--- src/rtl/mapu_pkg.sv ---
// rtl/mapu_pkg.sv - shared types and constants for the MAPU row serializer
package mapu_pkg;

   // Widest matrix element any MAPU configuration produces
   localparam int MAPU_DATA_MAX_WIDTH = 32;

   // Matrix geometry: 3x3, emitted row by row
   localparam int ROWS_PER_MATRIX = 3;
   localparam int ELEMS_PER_ROW   = 3;

   // Index of the final element in a row and of the final row in a matrix
   localparam logic [1:0] LAST_ELEM = 2'(ELEMS_PER_ROW - 1);
   localparam logic [1:0] LAST_ROW  = 2'(ROWS_PER_MATRIX - 1);

   typedef logic [MAPU_DATA_MAX_WIDTH-1:0] mapu_elem_t;

   // One buffered MAPU output row together with its overflow flag
   typedef struct packed {
      mapu_elem_t r0;
      mapu_elem_t r1;
      mapu_elem_t r2;
      logic       of;
   } mapu_row_t;

   // Modulo counter step: idx advances and wraps to 0 after last
   function automatic logic [1:0] wrap_inc(input logic [1:0] idx, input logic [1:0] last);
      return (idx == last) ? 2'd0 : idx + 2'd1;
   endfunction

endpackage

--- src/rtl/mapu_row_fifo.sv ---
// rtl/mapu_row_fifo.sv - two-entry row FIFO feeding the serializer
import mapu_pkg::*;

module mapu_row_fifo (
   input  logic       clk,
   input  logic       reset_n,
   input  logic       push,
   input  logic       pop,
   input  mapu_row_t  wr_row,
   output mapu_row_t  head,
   output logic [1:0] count
);

   mapu_row_t mem [2];
   logic      wr_ptr;
   logic      rd_ptr;

   // Storage, pointers and occupancy; push and pop together keep count level
   always_ff @(posedge clk or negedge reset_n) begin
      if (!reset_n) begin
         mem[0] <= '0;
         mem[1] <= '0;
         wr_ptr <= 1'b0;
         rd_ptr <= 1'b0;
         count  <= 2'd0;
      end else begin
         if (push) begin
            mem[wr_ptr] <= wr_row;
            wr_ptr      <= ~wr_ptr;
         end
         if (pop) begin
            rd_ptr <= ~rd_ptr;
         end
         case ({push, pop})
            2'b10:   count <= count + 2'd1;
            2'b01:   count <= count - 2'd1;
            default: count <= count;
         endcase
      end
   end

   assign head = mem[rd_ptr];

endmodule

--- src/rtl/mapu_row_ser.sv ---
// rtl/mapu_row_ser.sv - serializes 3-element MAPU rows into a 3x3 element stream
import mapu_pkg::*;

module mapu_row_ser #(
   parameter int DATA_WIDTH = MAPU_DATA_MAX_WIDTH
) (
   input  logic                  clk,
   input  logic                  reset_n,
   input  logic                  i_en,
   input  logic                  i_vld,
   input  logic [DATA_WIDTH-1:0] i_r0,
   input  logic [DATA_WIDTH-1:0] i_r1,
   input  logic [DATA_WIDTH-1:0] i_r2,
   input  logic                  i_of,
   output logic                  o_rdy,
   output logic                  o_vld,
   output logic [DATA_WIDTH-1:0] o_data,
   output logic                  o_eor,
   output logic                  o_eom,
   output logic                  o_of,
   input  logic                  i_rdy
);

   mapu_row_t  wr_row;
   mapu_row_t  head;
   logic [1:0] count;
   logic [1:0] elem_idx;
   logic [1:0] row_idx;
   logic       ovf_acc;
   logic       accept;
   logic       take;
   logic       pop;
   mapu_elem_t sel_elem;

   // Rows are stored at full package width; narrower configs are zero-extended
   always_comb begin
      wr_row    = '0;
      wr_row.r0 = MAPU_DATA_MAX_WIDTH'(i_r0);
      wr_row.r1 = MAPU_DATA_MAX_WIDTH'(i_r1);
      wr_row.r2 = MAPU_DATA_MAX_WIDTH'(i_r2);
      wr_row.of = i_of;
   end

   // Ready depends only on registered occupancy, enable and reset
   assign o_rdy  = i_en & reset_n & (count < 2'd2);
   assign accept = i_vld & o_rdy;
   assign o_vld  = (count != 2'd0);
   assign take   = o_vld & i_rdy;
   assign pop    = take & (elem_idx == LAST_ELEM);

   mapu_row_fifo u_fifo (
      .clk     (clk),
      .reset_n (reset_n),
      .push    (accept),
      .pop     (pop),
      .wr_row  (wr_row),
      .head    (head),
      .count   (count)
   );

   // Element, row and overflow tracking advance only on handshakes
   always_ff @(posedge clk or negedge reset_n) begin
      if (!reset_n) begin
         elem_idx <= 2'd0;
         row_idx  <= 2'd0;
         ovf_acc  <= 1'b0;
      end else begin
         if (take) begin
            elem_idx <= wrap_inc(elem_idx, LAST_ELEM);
         end
         if (pop) begin
            row_idx <= wrap_inc(row_idx, LAST_ROW);
            // The final row's flag is folded in combinationally on the eom beat
            ovf_acc <= (row_idx == LAST_ROW) ? 1'b0 : (ovf_acc | head.of);
         end
      end
   end

   // Pick the head-row element currently being presented
   always_comb begin
      sel_elem = '0;
      case (elem_idx)
         2'd0:    sel_elem = head.r0;
         2'd1:    sel_elem = head.r1;
         default: sel_elem = head.r2;
      endcase
   end

   // Outputs are gated by o_vld so an empty or resetting block presents zeros
   assign o_data = o_vld ? sel_elem[DATA_WIDTH-1:0] : '0;
   assign o_eor  = o_vld & (elem_idx == LAST_ELEM);
   assign o_eom  = o_eor & (row_idx == LAST_ROW);
   assign o_of   = o_eom & (ovf_acc | head.of);

endmodule

--- config.mk ---
export PLATFORM = sky130hd
export DESIGN_NAME = mapu_row_ser
export DESIGN_NICKNAME = d
export VERILOG_FILES = /design/src/rtl/mapu_pkg.sv /design/src/rtl/mapu_row_fifo.sv /design/src/rtl/mapu_row_ser.sv
export SDC_FILE = /design/constraint.sdc
export NUM_CORES = 1
export LEC_CHECK = 0
export ABC_AREA = 1
export CAP_MARGIN = 0
export CORE_UTILIZATION = 30
export DETAILED_ROUTE_END_ITERATION = 12
export GPL_ROUTABILITY_DRIVEN = 0
export PLACE_DENSITY = 0.47
export SETUP_SLACK_MARGIN = 0.5
export SLEW_MARGIN = 5
export SYNTH_ARGS = -nofsm -noshare
export SYNTH_HDL_FRONTEND = slang
export SYNTH_SLANG_ARGS = --single-unit
--- constraint.sdc ---
create_clock -name clk -period 4 [get_ports clk]
set_input_delay 0.6 -clock clk [delete_from_list [all_inputs] [get_ports clk]]
set_output_delay 0.6 -clock clk [all_outputs]
set_load 0.05 [all_outputs]
==> impl_metrics.tcl <==
set metrics [dict create \
    cts_sinks 203 \
    async_flop_share_pct 100 \
    worstMarginPinSlew_ps 1010 \
    ctsRootBufferMaster "clkbuf_16" \
    clock_skew_ps 20.8 \
    num_rows 66 \
    routed_wirelength_um 28600 \
    endpoint_kind "output pin" \
    drive_gt1_share_pct 5.71 \
    startpoint_type "flop" \
    irDropWorstVdd_mv 0.422 \
    p_sw_uw 5030 \
    max_stage_delay_ps 790 \
    synth_commonest_cells "nand2_1, inv_1, dfrtp_1, o21ai_1, nand3_1" \
    r2r_start "elem_idx[1]$_DFFE_PN0P_" \
    hold_start "ovf_acc$_DFFE_PN0P_" \
    grt_pass1_vias 7881 \
    fin_nets 1573 \
    cts_buffers 25 \
    drt_iter0_markers 613 \
    num_io_pins 139 \
    critPathKind "flop to output pin" \
    synth_top_area_cell "dfrtp_1" \
    r2r_setup_slack_ps 2150 \
    clkLatencyLatePin_ps 530 \
    drc 0 \
    drv_cap 0 \
    cp_cell_sequence "inv_2, nor2_4, nand3_1, nand3_1, nand2_1, inv_1, clkdlybuf4s50_1" \
    io_buffers 138 \
    vias_per_cell 4.35 \
    seq_power_share_pct 32.0 \
    period_minus_slack_ps 3380 \
    reg2reg_depth 8 \
    grt_max_degree 196 \
    power.share.clock_pct 20.2 \
    crit_arrival_ps 2780 \
    report.final.slew_viol_count 0 \
    ant_nets 0 \
    antenna_found_initial 0 \
    hold_viol_final 0 \
    grt_pass1_wl_um 44900 \
    cts_tree "yes" \
    area_delta_synth_final_pct 24.3 \
    vias 8392 \
    wl_per_cell_um 14.8 \
    fin_crit_sh_pct 84.6 \
    firstDrtPassIters 5 \
    p_leak_uw 0.00688 \
    hold_class "flop to flop" \
    max_freq_mhz 295 \
    hpwlAfterDp_um 18200 \
    setup_violations 0 \
    crit_required_ps 3400 \
    whs_path_depth 2 \
    power_frac_comb_pct 47.8 \
    die-area_mm2 0.0344 \
    synth_ff_type "dfrtp_1" \
    fin_setup_tns_ps 0 \
    core-area_mm2 0.0328 \
    status "finished, final reports clean" \
    overflow 0 \
    cts.clk_slew.worst_paths_ps 60 \
    p_sw_share_pct 44.8 \
    synth_cell_types 25 \
    synth_top_cell_area_share_pct 50.3 \
    yosys_warnings 0 \
    syn_inst 1362 \
    die_h_um 185 \
    min_to "ovf_acc$_DFFE_PN0P_" \
    path_max_fanout 10 \
    cp_slowest_cell "clkdlybuf4s50_1" \
    slew_headroom_pct 32.5 \
    power.internal_uw 6200 \
    rsz0062_at_grt "true" \
    synth-seq-cells 203 \
    post_cts_buffers 0 \
    syn_nets 1465 \
    p_per_area_mw_per_mm2 895 \
    synth_edf_count 0 \
    synth.most_common_cell "nand2_1" \
    synth-seq-area-share_pct 50.3 \
    diodes 0 \
    fillers 3532 \
    timing.critical_path.mode_cell "nand3_1" \
    synth_area_mm2 0.0101 \
    finalPower_uw 11200 \
    synthTopCellsByArea "dfrtp_1, nand2_1, inv_1" \
    syn_avg_cell_area_um2 7.41 \
    die_x_um 185 \
    grtUsageTotal_pct 16.8 \
    r2r_end "u_fifo.count[1]$_DFFE_PN0P_" \
    start_util_pct 30.8 \
    clk_path_buf_depth 3 \
    htree_levels 1 \
]
[sequential cells by signal (all words and copies together), names as in the netlist]
name and cells:
u_fifo.count 2, elem_idx 2, ovf_acc 1, row_idx 2, u_fifo.wr_ptr 1, u_fifo.mem 194, u_fifo.rd_ptr 1
[worst max-delay path: cells and delay by family, from the launching register on]
family	cells	cell delay (ps)
buffers and inverters	3	990
AND/OR/NAND/NOR	4	730
flip-flops	1	520
[cell type report]
class	count	area [um2]	share of cell area, %
flip-flops and latches	203	5080	40.5
multi-input cells	809	3500	27.9
repair buffers	155	1530	12.2
inverters	276	1040	8.28
clock buffers	40	782	6.23
well taps	442	553	4.41
clock inverters	5	56.3	0.449
[metrics by stage]
step | setup WS (ps) | hold WS (ps) | std cells | instance area [um2] | util (%)
2_1_floorplan | 1450 | 304 | 1362 | 10100 | -
3_3_place_gp | 943 | 466 | 1882 | 11700 | 35.6
3_5_place_dp | 959 | 473 | 1882 | 11700 | 35.6
4_1_cts | 493 | 488 | 1928 | 12500 | 38.2
5_1_grt | 455 | 504 | 1930 | 12500 | 38.3
6_report | 615 | 485 | 1930 | 12500 | 38.3
[cells by family (layout without fill, tap and decap cells)]
| group | after synthesis | in the layout | share of synthesized area [%] |
|---|---|---|---|
| AO/OA/AOI/OAI | 200 | 200 | 9.92 |
| XOR/XNOR | 3 | 3 | 0.260 |
| adder cells (fa/ha/maj) | 1 | 1 | 0.124 |
| buffers and inverters | 352 | 476 | 15.3 |
| flip-flops | 203 | 203 | 50.3 |
| AND/OR/NAND/NOR | 603 | 605 | 24.0 |
[how the worst max path moves through the flow]
stage,from,depth (start not counted),slack [ps],endpoint
after global routing,elem_idx[0]$_DFFE_PN0P_,7,450,o_data[9]
final,elem_idx[0]$_DFFE_PN0P_,7,620,o_data[9]
after global placement,u_fifo.count[1]$_DFFE_PN0P_,6,940,o_of
after floorplan,elem_idx[1]$_DFFE_PN0P_,6,1450,o_of
after detailed placement,u_fifo.count[1]$_DFFE_PN0P_,6,960,o_of
after CTS,elem_idx[1]$_DFFE_PN0P_,6,490,o_data[16]
[cell usage in the layout (no fill, tap or decap), drive strengths merged]
master,n
ha,1
clkinvlp,1
xor2,1
and2,1
a21oi,2
clkdlybuf4s50,107
nand3,103
nor2,9
clkinv,4
dfrtp,203
buf,30
nand3b,1
dlymetal6s2s,8
clkbuf,41
bufinv,1
nand2,490
o21ai,198
inv,275
or2,1
dlygate4sd3,1
xnor2,2
dlygate4sd2,8
[power by group through the flow]
stage	clock network [uW]	logic [uW]	registers, uW
final	2270	5370	3590
after global routing	2440	6030	3720
after CTS	2340	5450	3570
after detailed placement	0	5490	3590
after global placement	0	5450	3580
after floorplan	0	3930	3450
[repair_timing]
item	in CTS	in global routing
hold endpoints to repair	24	0
endpoints found under the setup margin	15	10
cloned	0	2
hold buffers	1	0
pin swaps	1	2
resized for setup	9	8
[layer usage]
metal	vias up	wire, um	global-route usage [%]
met4	0	367	3.54
li1	4319	-	-
met2	177	12300	24.6
met5	-	0	0
met3	30	1340	2.18
met1	3866	14600	26.1
No activity file was read; power rests on OpenSTA's default activity.
==> RTL change 1 (same settings) <==
`MAPU_DATA_MAX_WIDTH`: 32 -> 28.
--- a/src/rtl/mapu_pkg.sv
+++ b/src/rtl/mapu_pkg.sv
@@ -2,7 +2,7 @@
 package mapu_pkg;
 
    // Widest matrix element any MAPU configuration produces
-   localparam int MAPU_DATA_MAX_WIDTH = 32;
+   localparam int MAPU_DATA_MAX_WIDTH = 28;
 
    // Matrix geometry: 3x3, emitted row by row
    localparam int ROWS_PER_MATRIX = 3;
Interface: changed (resized i_r0, i_r1, i_r2 and o_data); port bits go from 139 to 123. No check against the original RTL was run, so the function may have changed too.
==> RTL change 1 against the original RTL <==
Critical endpoint is now o_data[5]; synthesized area is 11% lower; power shrank 14%; largest power group unchanged; setup slack better by 0.085 ns; sequential cell count down 24; wire length down 11%; count of clock-buffer cells in the layout shrank 23; cell area fell by 13%; non-clock buffer count is 16 lower.
==> RTL change 1: results <==
[run_status]
status = finished, final reports clean

[place]
dp_hpwl_mm = 17.1
port_buffers = 122
placed_area_um2 = 10400
place_ws_ns = 0.953
placed_cells = 1662

[worst_setup_path]
ff2ff_setup_slack_ns = 1.91
r2r-end = u_fifo.mem[28]
crit_path_max_fanout = 18
r2r_cells = 5
arrival_ns = 2.70

[cells_and_area]
n_all_inverters = 242
layout-drive-gt1-share = 0.0813
largest_reg_flops = 170
postLayoutCoreUtil = 0.370
buffer_area_frac = 0.121
num-nonclk-buffers = 139
seq_share = 0.409
multi_input_area_um2 = 3160
clk_share = 0.0534
clock_buffers = 17

[clock_tree]
cts_max_level = 4
cts.sinks = 179
clk_path_buf_depth = 2
clkSlewWorstSetupHoldPaths_ns = 0.08

[grt]
grt_max_degree = 172
grt_use_met1 = 0.250
grt_pass1_vias = 7216

[pwr]
intPower_mw = 5.19
power.leakage_nw = 5.91
ir_drop_mv = 0.559

[drt]
routed_wl_mm = 25.5
vias = 7396
drt_iter0_drc = 537
wl_per_cell_um = 15.0

[yosys]
synth_compound_area_frac = 0.107
synth_xor_area_frac = 0.00292
synth_nets = 1291
synth_common_cells = 432 x nand2_1, 240 x inv_1, 179 x dfrtp_1, 149 x o21ai_1, 89 x nand3_1
yosysSeqAreaShare = 0.498
ys_top_cells_by_area = dfrtp_1 50%, nand2_1 18%, inv_1 10%, o21ai_1 8.3%, nand3_1 4.9%
syn-instance-count = 1200

[sta]
worst_slew_margin_rel = 0.406
clock_skew_ns = 0.0162
fin_hold_ws_ns = 0.263
[RTL change 1: worst max path at each step]
stage / to / slack, ns / start / depth (start not counted)
floorplan: o_of / 1.58 / u_fifo.count[1] / 5
global placement: o_data[26] / 0.95 / elem_idx[1] / 7
detailed placement: o_data[6] / 0.95 / elem_idx[1] / 7
CTS: o_data[5] / 0.62 / elem_idx[1] / 8
global route: o_data[5] / 0.52 / elem_idx[1] / 8
finish: o_data[5] / 0.70 / elem_idx[1] / 8
[RTL change 1: power by group through the flow]
stage                     logic [mW]  clock network (mW)  registers (mW)
after floorplan                 3.53                   0            3.04
after global placement          4.83                   0            3.14
after detailed placement        4.87                   0            3.15
after CTS                       4.89                1.74            3.13
after global routing            5.40                1.82            3.25
final                           4.80                1.70            3.13
[RTL change 1: timing repair]
| action | 4_1_cts | 5_1_grt |
|---|---|---|
| hold buffers | 0 | 0 |
| endpoints found under the setup margin | 4 | 0 |
| gates resized for setup | 1 | 0 |
==> RTL change 2 (config.mk and constraints unchanged) <==
Without the edit above. Reset style: synchronous (`reset_n`), changed in 2 clocked blocks.
--- a/src/rtl/mapu_row_fifo.sv
+++ b/src/rtl/mapu_row_fifo.sv
@@ -16,7 +16,7 @@
    logic      rd_ptr;
 
    // Storage, pointers and occupancy; push and pop together keep count level
-   always_ff @(posedge clk or negedge reset_n) begin
+   always_ff @(posedge clk) begin
       if (!reset_n) begin
          mem[0] <= '0;
          mem[1] <= '0;
--- a/src/rtl/mapu_row_ser.sv
+++ b/src/rtl/mapu_row_ser.sv
@@ -59,7 +59,7 @@
    );
 
    // Element, row and overflow tracking advance only on handshakes
-   always_ff @(posedge clk or negedge reset_n) begin
+   always_ff @(posedge clk) begin
       if (!reset_n) begin
          elem_idx <= 2'd0;
          row_idx  <= 2'd0;
Check against the original RTL: differs if reset_n is asserted again (counterexample within 4 cycles, from zero or initial values and one cycle with reset_n low); with reset_n held inactive, the same outputs for 4 cycles.
==> RTL change 2 against the original RTL <==
Setup slack better by 0.071 ns; synthesized area decreased by 1.8%; cell area grew 0.20%; wire length shrank 12%; cell count decreased by 8.8%; sequential cell count up 1; largest cell class unchanged.
Power is not compared: it rests on default switching activity, and its combinational part moved more than twofold at a synthesized area within 25%.
==> RTL change 2: results <==
[clock_tree]
cts-root-buf = clkbuf_16
clock_latency_ns = 0.51
clkSlewWorstSetupHoldPaths_ns = 0.06
hold_buffers = 0
clk_path_buf_depth = 3
ctsResizeCount = 1
cts_buffers = 24

[cells_and_area]
final_cells = 1760
largest_reg_flops = 194
nets = 1403
postLayoutCoreUtil = 0.386
fillers = 3392
largest_register = u_fifo.mem
layout-drive-gt1-share = 0.0569
diodes = 0

[worst_setup_path]
arrival_ns = 2.71
crit_path_max_fanout = 35
r2r_start = u_fifo.count[1]
crit_path_max_incr_delay_ns = 0.79
worstSetupEndpoint = o_data[27]
r2r_cells = 5
crit_path_top_delay_cell = clkdlybuf4s50_1
startpoint = elem_idx[1]
ff2ff_setup_slack_ns = 1.85
r2r-end = u_fifo.mem[1][13]

[yosys]
postSynth.topFlopCell = edfxtp_1
synth_common_cells = 296 x nand2_1, 282 x inv_1, 211 x nor2_1, 194 x edfxtp_1, 108 x nand3_1
yosysSeqAreaShare = 0.608
synth_nets = 1275
ys_top_cells_by_area = edfxtp_1 59%, nand2_1 11%, inv_1 11%, nor2_1 8.0%, nand3_1 5.5%
syn-instance-count = 1172
yosysMostFrequentCell = nand2_1
ys_async_sr_fraction = 0
synth-edff-count = 194
yosysUniqueCellTypes = 19
synth_warnings = 0

[place]
port_buffers = 138
placed_cells = 1715
dp_hpwl_mm = 14.4
place_ws_ns = 0.933
placed_area_um2 = 11800

[grt]
antenna_found_initial = 0
grt_usage = 0.149
grt_pass1_vias = 7339
grt_max_degree = 98
grt_pass1_wl_mm = 39.0

[sta]
clock_skew_ns = 0.00760
worst_pin_slew_ns = 0.743
finalCritPeriodShare = 0.828

[drt]
drt_iter0_drc = 340
post_drt_via_cell_ratio = 4.25
drt_first_pass_iters = 5
routed_wl_mm = 25.1

[pwr]
ir_drop_mv = 0.249
power.leakage_nw = 5.98

[run_status]
status = finished, final reports clean
RTL change 2: cell type report:
class                   instances  area share
flip-flops and latches        204       0.480
clock inverters                 7     0.00428
well taps                     442      0.0440
multi-input cells             630       0.207
inverters                     284      0.0852
clock buffers                  37      0.0533
repair buffers                156       0.127
RTL change 2: worst min-delay path by stage:
| stage | slack [ns] | endpoint | startpoint | cells past startpoint |
|---|---|---|---|---|
| floorplan | 0.45 | register | u_fifo.rd_ptr | 2 |
| detailed placement | 0.48 | u_fifo.rd_ptr | u_fifo.rd_ptr | 2 |
| global placement | 0.48 | u_fifo.rd_ptr | u_fifo.rd_ptr | 2 |
| finish | 0.48 | u_fifo.rd_ptr | u_fifo.rd_ptr | 2 |
| global route | 0.50 | u_fifo.rd_ptr | u_fifo.rd_ptr | 2 |
| CTS | 0.49 | u_fifo.rd_ptr | u_fifo.rd_ptr | 2 |
RTL change 2: critical path: cells and delay by family (launching register included):
family / cells / cell delay [ns]
and+or+nand+nor: 4 / 0.44
buffers and inverters: 4 / 1.38
DFF: 1 / 0.37
RTL change 2: cells by family after synthesis:
group	after synthesis	share of synthesized area
AO/OA/AOI/OAI	6	0.00303
adder cells (fa/ha/maj)	1	0.00126
buffers and inverters	339	0.135
flip-flops	204	0.608
AND/OR/NAND/NOR	622	0.252
RTL change 2: per-layer routing:
| layer | routed length, um | track usage |
|---|---|---|
| met1 | 11400 | 0.195 |
| met2 | 12100 | 0.259 |
| met3 | 1100 | 0.0186 |
| met4 | 481 | 0.0400 |
| met5 | 0 | 0 |
RTL change 2: where the power goes:
part	leakage [nW]	switching, mW	internal [mW]
Combinational	3.53	0.310	0.200
Sequential	2.10	0.0286	2.45
Clock	0.348	0.834	1.21
Total	5.98	1.17	3.86
